File: src/rtl/iter_mdu_pkg.sv
// Shared encodings and operand-class helpers for the iterative multiply/divide unit.
package iter_mdu_pkg;

  typedef enum logic [2:0] {
    MDU_MUL    = 3'd0,
    MDU_MULH   = 3'd1,
    MDU_MULHSU = 3'd2,
    MDU_MULHU  = 3'd3,
    MDU_DIV    = 3'd4,
    MDU_DIVU   = 3'd5,
    MDU_REM    = 3'd6,
    MDU_REMU   = 3'd7
  } mdu_op_e;

  typedef enum logic [1:0] {
    ST_IDLE = 2'd0,
    ST_CALC = 2'd1,
    ST_DONE = 2'd2
  } mdu_state_e;

  localparam int WORD_BITS = 32;

  function automatic logic is_div_op(input mdu_op_e op);
    return op[2];
  endfunction

  function automatic logic src1_signed(input mdu_op_e op);
    return op inside {MDU_MULH, MDU_MULHSU, MDU_DIV, MDU_REM};
  endfunction

  function automatic logic src2_signed(input mdu_op_e op);
    return op inside {MDU_MULH, MDU_DIV, MDU_REM};
  endfunction

endpackage

File: src/rtl/iter_mdu_if.sv
// Issue/result handshake bundle between the execute stage and iter_mdu.
interface iter_mdu_if #(parameter int XLEN = 64);
  import iter_mdu_pkg::*;

  logic            flush;
  logic            in_valid;
  logic            in_ready;
  mdu_op_e         op;
  logic            op_w;
  logic [XLEN-1:0] src1;
  logic [XLEN-1:0] src2;
  logic            out_valid;
  logic            out_ready;
  logic [XLEN-1:0] result;
  logic            illegal;

  modport master (
    output flush, in_valid, op, op_w, src1, src2, out_ready,
    input  in_ready, out_valid, result, illegal
  );

  modport slave (
    input  flush, in_valid, op, op_w, src1, src2, out_ready,
    output in_ready, out_valid, result, illegal
  );

endinterface

File: src/rtl/iter_mdu_div.sv
// Restoring-division datapath: one quotient bit per step on unsigned magnitudes.
// Only instantiated when ALU_MDU_DIV_EN is defined.
module iter_mdu_div #(
  parameter int XLEN = 64
) (
  input  logic            clk,
  input  logic            rst_n,
  input  logic            load,
  input  logic            step,
  input  logic [XLEN-1:0] quo_init,
  input  logic [XLEN-1:0] rem_init,
  input  logic [XLEN-1:0] divisor,
  output logic [XLEN-1:0] quo,
  output logic [XLEN-1:0] rem
);

  logic [XLEN-1:0] dvs_q;
  logic [XLEN:0]   shifted;
  logic            fits;

  // Dividend bits stream out of the top of quo while quotient bits enter at the bottom.
  always_comb begin
    shifted = {rem, quo[XLEN-1]};
    fits    = (shifted >= {1'b0, dvs_q});
  end

  always_ff @(posedge clk or negedge rst_n) begin
    if (!rst_n) begin
      quo   <= '0;
      rem   <= '0;
      dvs_q <= '0;
    end else if (load) begin
      quo   <= quo_init;
      rem   <= rem_init;
      dvs_q <= divisor;
    end else if (step) begin
      rem <= fits ? XLEN'(shifted - {1'b0, dvs_q}) : shifted[XLEN-1:0];
      quo <= {quo[XLEN-2:0], fits};
    end
  end

endmodule

File: src/rtl/iter_mdu.sv
// Iterative RV64M multiply/divide unit: FSM, counter, handshake and sign fix-up.
// Define ALU_MDU_DIV_EN to build in the divider; otherwise ops 4-7 report illegal.
module iter_mdu
  import iter_mdu_pkg::*;
#(
  parameter int XLEN = 64
) (
  input logic       clk,
  input logic       rst_n,
  iter_mdu_if.slave bus
);

  localparam int            CW        = $clog2(XLEN);
  localparam logic [CW-1:0] LAST_FULL = CW'(XLEN - 1);
  localparam logic [CW-1:0] LAST_WORD = CW'(WORD_BITS - 1);

  mdu_state_e        state, state_nxt;
  logic [CW-1:0]     cnt;
  mdu_op_e           op_q;
  logic              word_q;
  logic              neg_q;
  logic [XLEN-1:0]   mcand;
  logic [2*XLEN-1:0] acc;
  logic              out_valid_q;
  logic              illegal_q;
  logic [XLEN-1:0]   result_q;

  logic              word_in;
  logic              s1_neg, s2_neg;
  logic [XLEN-1:0]   a_ext, b_ext, mag_a, mag_b;
  logic              accept, fast, calc_last, q_sign_kill;
  logic [XLEN:0]     mul_sum;
  logic [2*XLEN-1:0] prod, prod_s;
  logic [XLEN-1:0]   div_res, raw_res, final_res;
  logic              div_illegal;

  // Operand preparation straight from the issue bus; only latched on accept.
  always_comb begin
    word_in = bus.op_w && (XLEN == 64);
    if (word_in) begin
      a_ext = src1_signed(bus.op) ? XLEN'($signed(bus.src1[31:0])) : XLEN'(bus.src1[31:0]);
      b_ext = src2_signed(bus.op) ? XLEN'($signed(bus.src2[31:0])) : XLEN'(bus.src2[31:0]);
    end else begin
      a_ext = bus.src1;
      b_ext = bus.src2;
    end
    s1_neg    = src1_signed(bus.op) && a_ext[XLEN-1];
    s2_neg    = src2_signed(bus.op) && b_ext[XLEN-1];
    mag_a     = s1_neg ? -a_ext : a_ext;
    mag_b     = s2_neg ? -b_ext : b_ext;
    accept    = bus.in_valid && (state == ST_IDLE) && !bus.flush;
    calc_last = (cnt == (word_q ? LAST_WORD : LAST_FULL));
  end

`ifdef ALU_MDU_DIV_EN
  localparam logic [XLEN-1:0] MIN_FULL = {1'b1, {(XLEN-1){1'b0}}};
  localparam logic [XLEN-1:0] MIN_WORD = ~XLEN'(32'h7FFF_FFFF);

  logic            neg_r, div_zero, div_ovf;
  logic [XLEN-1:0] quo_init, rem_init, div_quo, div_rem, quo_fix, rem_fix;

  // Zero divisor and signed overflow preload the final answer and skip CALC.
  always_comb begin
    div_zero    = (b_ext == '0);
    div_ovf     = src2_signed(bus.op) && (&b_ext) && (a_ext == (word_in ? MIN_WORD : MIN_FULL));
    fast        = is_div_op(bus.op) && (div_zero || div_ovf);
    q_sign_kill = is_div_op(bus.op) && div_zero;
    if (div_zero)     quo_init = '1;
    else if (div_ovf) quo_init = mag_a;
    else if (word_in) quo_init = mag_a << WORD_BITS;
    else              quo_init = mag_a;
    rem_init = div_zero ? mag_a : '0;
  end

  iter_mdu_div #(.XLEN(XLEN)) u_div (
    .clk      (clk),
    .rst_n    (rst_n),
    .load     (accept && is_div_op(bus.op)),
    .step     ((state == ST_CALC) && is_div_op(op_q)),
    .quo_init (quo_init),
    .rem_init (rem_init),
    .divisor  (mag_b),
    .quo      (div_quo),
    .rem      (div_rem)
  );

  always_ff @(posedge clk or negedge rst_n) begin
    if (!rst_n)      neg_r <= 1'b0;
    else if (accept) neg_r <= s1_neg;
  end

  always_comb begin
    quo_fix     = neg_q ? -div_quo : div_quo;
    rem_fix     = neg_r ? -div_rem : div_rem;
    div_res     = (op_q inside {MDU_DIV, MDU_DIVU}) ? quo_fix : rem_fix;
    div_illegal = 1'b0;
  end
`else
  always_comb begin
    fast        = is_div_op(bus.op);
    q_sign_kill = 1'b0;
    div_res     = '0;
    div_illegal = 1'b1;
  end
`endif

  always_comb begin
    mul_sum = {1'b0, acc[2*XLEN-1:XLEN]} + {1'b0, mcand & {XLEN{acc[0]}}};
    prod    = word_q ? (acc >> WORD_BITS) : acc;
    prod_s  = neg_q ? -prod : prod;
    if (is_div_op(op_q))      raw_res = div_res;
    else if (op_q == MDU_MUL) raw_res = prod_s[XLEN-1:0];
    else                      raw_res = prod_s[2*XLEN-1:XLEN];
    final_res = word_q ? XLEN'($signed(raw_res[31:0])) : raw_res;
  end

  always_ff @(posedge clk or negedge rst_n) begin
    if (!rst_n) state <= ST_IDLE;
    else        state <= state_nxt;
  end

  always_comb begin
    state_nxt = state;
    case (state)
      ST_IDLE: if (accept)                          state_nxt = fast ? ST_DONE : ST_CALC;
      ST_CALC: if (calc_last)                       state_nxt = ST_DONE;
      ST_DONE: if (out_valid_q && bus.out_ready)    state_nxt = ST_IDLE;
      default:                                      state_nxt = ST_IDLE;
    endcase
    if (bus.flush) state_nxt = ST_IDLE;
  end

  // DONE spends its first cycle registering the fixed-up result, then holds it.
  always_ff @(posedge clk or negedge rst_n) begin
    if (!rst_n) begin
      cnt         <= '0;
      op_q        <= MDU_MUL;
      word_q      <= 1'b0;
      neg_q       <= 1'b0;
      mcand       <= '0;
      acc         <= '0;
      out_valid_q <= 1'b0;
      illegal_q   <= 1'b0;
      result_q    <= '0;
    end else if (bus.flush) begin
      cnt         <= '0;
      out_valid_q <= 1'b0;
      illegal_q   <= 1'b0;
      result_q    <= '0;
    end else begin
      case (state)
        ST_IDLE: begin
          if (accept) begin
            op_q   <= bus.op;
            word_q <= word_in;
            neg_q  <= (s1_neg ^ s2_neg) && !q_sign_kill;
            cnt    <= '0;
            mcand  <= mag_a;
            acc    <= {{XLEN{1'b0}}, mag_b};
          end
        end
        ST_CALC: begin
          cnt <= cnt + 1'b1;
          if (!is_div_op(op_q)) acc <= {mul_sum, acc[XLEN-1:1]};
        end
        ST_DONE: begin
          if (!out_valid_q) begin
            out_valid_q <= 1'b1;
            result_q    <= final_res;
            illegal_q   <= is_div_op(op_q) && div_illegal;
          end else if (bus.out_ready) begin
            out_valid_q <= 1'b0;
          end
        end
        default: ;
      endcase
    end
  end

  assign bus.in_ready  = (state == ST_IDLE);
  assign bus.out_valid = out_valid_q;
  assign bus.result    = result_q;
  assign bus.illegal   = illegal_q;

endmodule
File: src/flat_wrapper.sv
// flat-port wrapper written by rule: the top's interface ports become plain ports
module iter_mdu_flat import iter_mdu_pkg::*;
#(
  parameter int XLEN = 64
)
  (clk, rst_n, bus_flush, bus_in_valid, bus_op, bus_op_w, bus_src1, bus_src2, bus_out_ready, bus_in_ready, bus_out_valid, bus_result, bus_illegal);
  iter_mdu_if #(.XLEN(XLEN)) bus_i ();
  input logic clk;
  input logic rst_n;
  input wire logic [$bits(bus_i.flush)-1:0] bus_flush;
  input wire logic [$bits(bus_i.in_valid)-1:0] bus_in_valid;
  input wire logic [$bits(bus_i.op)-1:0] bus_op;
  input wire logic [$bits(bus_i.op_w)-1:0] bus_op_w;
  input wire logic [$bits(bus_i.src1)-1:0] bus_src1;
  input wire logic [$bits(bus_i.src2)-1:0] bus_src2;
  input wire logic [$bits(bus_i.out_ready)-1:0] bus_out_ready;
  output wire logic [$bits(bus_i.in_ready)-1:0] bus_in_ready;
  output wire logic [$bits(bus_i.out_valid)-1:0] bus_out_valid;
  output wire logic [$bits(bus_i.result)-1:0] bus_result;
  output wire logic [$bits(bus_i.illegal)-1:0] bus_illegal;
  assign bus_i.flush = bus_flush;
  assign bus_i.in_valid = bus_in_valid;
  assign bus_i.op = bus_op;
  assign bus_i.op_w = bus_op_w;
  assign bus_i.src1 = bus_src1;
  assign bus_i.src2 = bus_src2;
  assign bus_i.out_ready = bus_out_ready;
  assign bus_in_ready = bus_i.in_ready;
  assign bus_out_valid = bus_i.out_valid;
  assign bus_result = bus_i.result;
  assign bus_illegal = bus_i.illegal;
  iter_mdu #(.XLEN(XLEN)) u_core (.clk(clk), .rst_n(rst_n), .bus(bus_i));
endmodule
File: config.mk
export PLATFORM = sky130hd
export DESIGN_NAME = iter_mdu_flat
export DESIGN_NICKNAME = d
export VERILOG_FILES = /design/src/rtl/iter_mdu_pkg.sv /design/src/rtl/iter_mdu_if.sv /design/src/rtl/iter_mdu_div.sv /design/src/rtl/iter_mdu.sv /design/src/flat_wrapper.sv
export SDC_FILE = /design/constraint.sdc
export NUM_CORES = 1
export LEC_CHECK = 0
export CAP_MARGIN = 20
export CORE_ASPECT_RATIO = 1.4
export CORE_UTILIZATION = 48
export CTS_CLUSTER_SIZE = 14
export DETAILED_ROUTE_END_ITERATION = 12
export PLACE_DENSITY = 0.77
export RECOVER_POWER = 25
export SLEW_MARGIN = 20
export SYNTH_ARGS = -nofsm -noshare
export SYNTH_HDL_FRONTEND = slang
export SYNTH_SLANG_ARGS = --single-unit
File: constraint.sdc
create_clock -name clk -period 5.33 [get_ports clk]
set_input_delay 0.533 -clock clk [delete_from_list [all_inputs] [get_ports clk]]
set_output_delay 0.533 -clock clk [all_outputs]
set_load 0.01 [all_outputs]
==> summary.txt <==
Run status
  • Outcome: finished with violations
  • Violated checks: capacitance limit, slew limit

Logic synthesis
  • Unique masters post-synth: 110
  • Post-synth EDFFs: 0
  • Mapped Cells: 3315
  • Main synth FF type: dfrtp_1
  • Ys Warns: 0
  • Largest area contributor in the netlist: dfrtp_1
  • Synth async-reset ratio: 1.00
  • Most frequent cell after synthesis: o21ai_0
  • Seq/Total Area, Yosys: 0.271
  • Yosys top cell area share: 0.271
  • Synth area leaders: dfrtp_1, o21ai_0, a21oi_1
  • Top post-synthesis cells by count: o21ai_0, nand2_1, nor2_1
  • Mean Syn Cell Area: 7.54 sq um
  • Mapped cell area: 0.0250 sq mm
  • Syn_nets: 3521
  • Synth Register Bits: 271

Setup path
  • Launch point of the worst path: u_core.word_q
  • Worst path required time: 5.83 ns
  • Worst Path Arrival: 5.14 ns
  • Startpoint types: flop
  • R2r startpoint: u_core.word_q
  • Crit path max fanout: 68
  • Crit Path Category: reg -> reg
  • R2R Setup Slk: 0.69 ns
  • Critical Path End Type: flop
  • Worst r2r path cells: 11
  • Crit Reg-Reg Endpoint: u_core.bus.result[63]

Run
  • Max-cap violation count: 2

Drt
  • Routed WL per cell: 26.6 um
  • Vias: 26856
  • Drt via density: 6.60
  • Drt total wl: 108000 um
  • First-pass iteration count of the detailed router: 6
  • DRC Markers: 0
  • Routed Antenna Nets: 0
  • Initial drt markers: 3166

Clock tree
  • Hold Buf Count CTS: 1
  • Clock Sink Count: 271
  • TritonCTS Buffers: 30
  • Htree depth: 1
  • Setup Buffers After CTS: 0
  • CTS tree: built
  • Clock Path Buffers: 3
  • Root buf cell: clkbuf_16
  • Clock Latency Late Sink: 0.62 ns
  • Post_cts resized: 0
  • Clk pin slew, worst setup/hold paths: 0.07 ns

Placed design
  • Port buffer count: 203
  • Pre-CTS WS: 0.929 ns
  • Placer Congestion: 1.09
  • Post-DP HPWL: 82800 um

Power
  • Design Power: 12100 uW
  • PwrDens: 425 mW/mm^2
  • Leak Pwr: 0.0115 uW
  • Peak supply drop: 328 uV

Floorplanning
  • Die X: 195 um
  • CORE AREA: 0.0513 sq mm
  • Initial Util: 0.488
  • Row count: 98
  • # IOs: 204
  • DIE AREA: 0.0530 sq mm
  • Die Ht: 272 um

Timing
  • Setup TNS: 0 ns
  • Final Hold Viols: 0
  • Setup Skew: 0.0175 ns
  • Worst setup margin: 0.692 ns
  • RSZ-0062 raised after global routing: false
  • Period utilization: 0.870
  • Max_slew headroom: -1.45
  • Max Clk Rate: 0.216 GHz
  • Setup violators final: 0
  • Crit path time final: 4.64 ns
  • Measured slew at the worst slew-check pin: 3.67 ns
  • Count of pins over their slew limit: 112

GRT
  • Initial antenna violation count: 1
  • Overflow after GRT: 0
  • Largest net degree at the start of global routing: 148
  • GRT Resource Usage Total: 0.404
  • First-pass GRT wire length: 161000 um
  • Vias in the first global route: 25729

Min path
  • Hold crit path type: in -> reg
  • WHS Path Cells: 2
  • Worst hold start: bus_op_w
  • Hold EP: u_core.mcand[49]

Finish
  • Filler cells: 4913
  • Layout cell share with drive strength beyond 1: 0.0685
  • Footprint of the multi-input gates: 0.0170 sq mm
  • Final #Nets: 3599
  • Register area: 0.00679 sq mm
  • P&R area growth vs syn: 14.4%
[how the worst max path moves through the flow]
stage / depth (start not counted) / slack (ns) / endpoint
after floorplan: 21 / 0.53 / u_core.bus.result[40]
after global placement: 11 / 0.95 / u_core.bus.result[63]
after detailed placement: 11 / 0.93 / u_core.bus.result[63]
after CTS: 11 / 0.90 / u_core.bus.result[63]
after global routing: 3 / 0.52 / u_core.acc[86]
final: 11 / 0.69 / u_core.bus.result[63]
[report_power, final]
| group | internal (uW) | total (uW) | switching [uW] |
|---|---|---|---|
| logic | 2230 | 6260 | 4030 |
| clock network | 1450 | 2410 | 962 |
| registers | 2520 | 3480 | 962 |
[cells in the final DEF (no fill, tap or decap), drive strengths merged, types with 39 or more instances in the layout]
cell,instances
o21ai,378
nand2,346
nor2,313
a21oi,273
dfrtp,271
clkdlybuf4s50,200
nor3,158
xnor2,139
xor2,114
nand3,94
buf,83
and2,79
mux2i,73
ha,68
a21o,62
nor4,58
o31ai,53
or3,50
inv,41
clkbuf,39
[area by class of cell]
class | count | area share
multi-input combinational | 2759 | 0.595
sequential | 271 | 0.237
timing repair buffer | 287 | 0.0941
clock buffer | 38 | 0.0290
tap | 650 | 0.0284
clock inverter | 18 | 0.0108
inverter | 44 | 0.00577
antenna | 1 | 0.0000875
[layer usage]
| metal | vias to the layer above | wire (um) | track usage |
|---|---|---|---|
| met5 | - | 16 | 0 |
| met4 | 2 | 10600 | 0.335 |
| met3 | 445 | 9300 | 0.0789 |
| met2 | 1460 | 49600 | 0.662 |
| met1 | 12740 | 38900 | 0.456 |
| li1 | 12209 | - | - |
[critical path, cell delays in order, from the launching register on]
cell,delay (ns)
dfrtp_4,0.88
buf_12,0.38
or3b_2,0.53
a2bb2oi_1,0.47
and3_1,0.34
and2_1,0.29
nand4bb_4,0.22
or4_4,0.56
nor3_2,0.20
mux2_1,0.35
a21oi_1,0.17
o31ai_2,0.07
[kinds of logic after synthesis]
group                      share of synthesized area
and+or+nand+nor                                0.267
DFF                                            0.271
muxes                                         0.0370
AOI/OAI and AO/OA                              0.251
adders and majority gates                     0.0348
xor gates and xnor gates                      0.0886
buffers and inverters                         0.0502
[stage by stage]
step                cells  instance area [sq um]  hold WS, ns  utilization
global route         4067                  28600        0.349        0.558
finish               4068                  28600        0.331        0.558
detailed placement   4010                  27500        0.463        0.536
floorplan            3315                  25000        0.237            -
global placement     4010                  27500        0.453        0.536
CTS                  4067                  28600        0.308        0.558
[sequential cells by signal (all words and copies together), names as in the netlist, 2 cells and up]
name,count
u_core.acc,128
u_core.bus.result,64
u_core.cnt,6
u_core.mcand,64
u_core.op_q,3
u_core.state,2
Power figures use the tool's default switching activity.
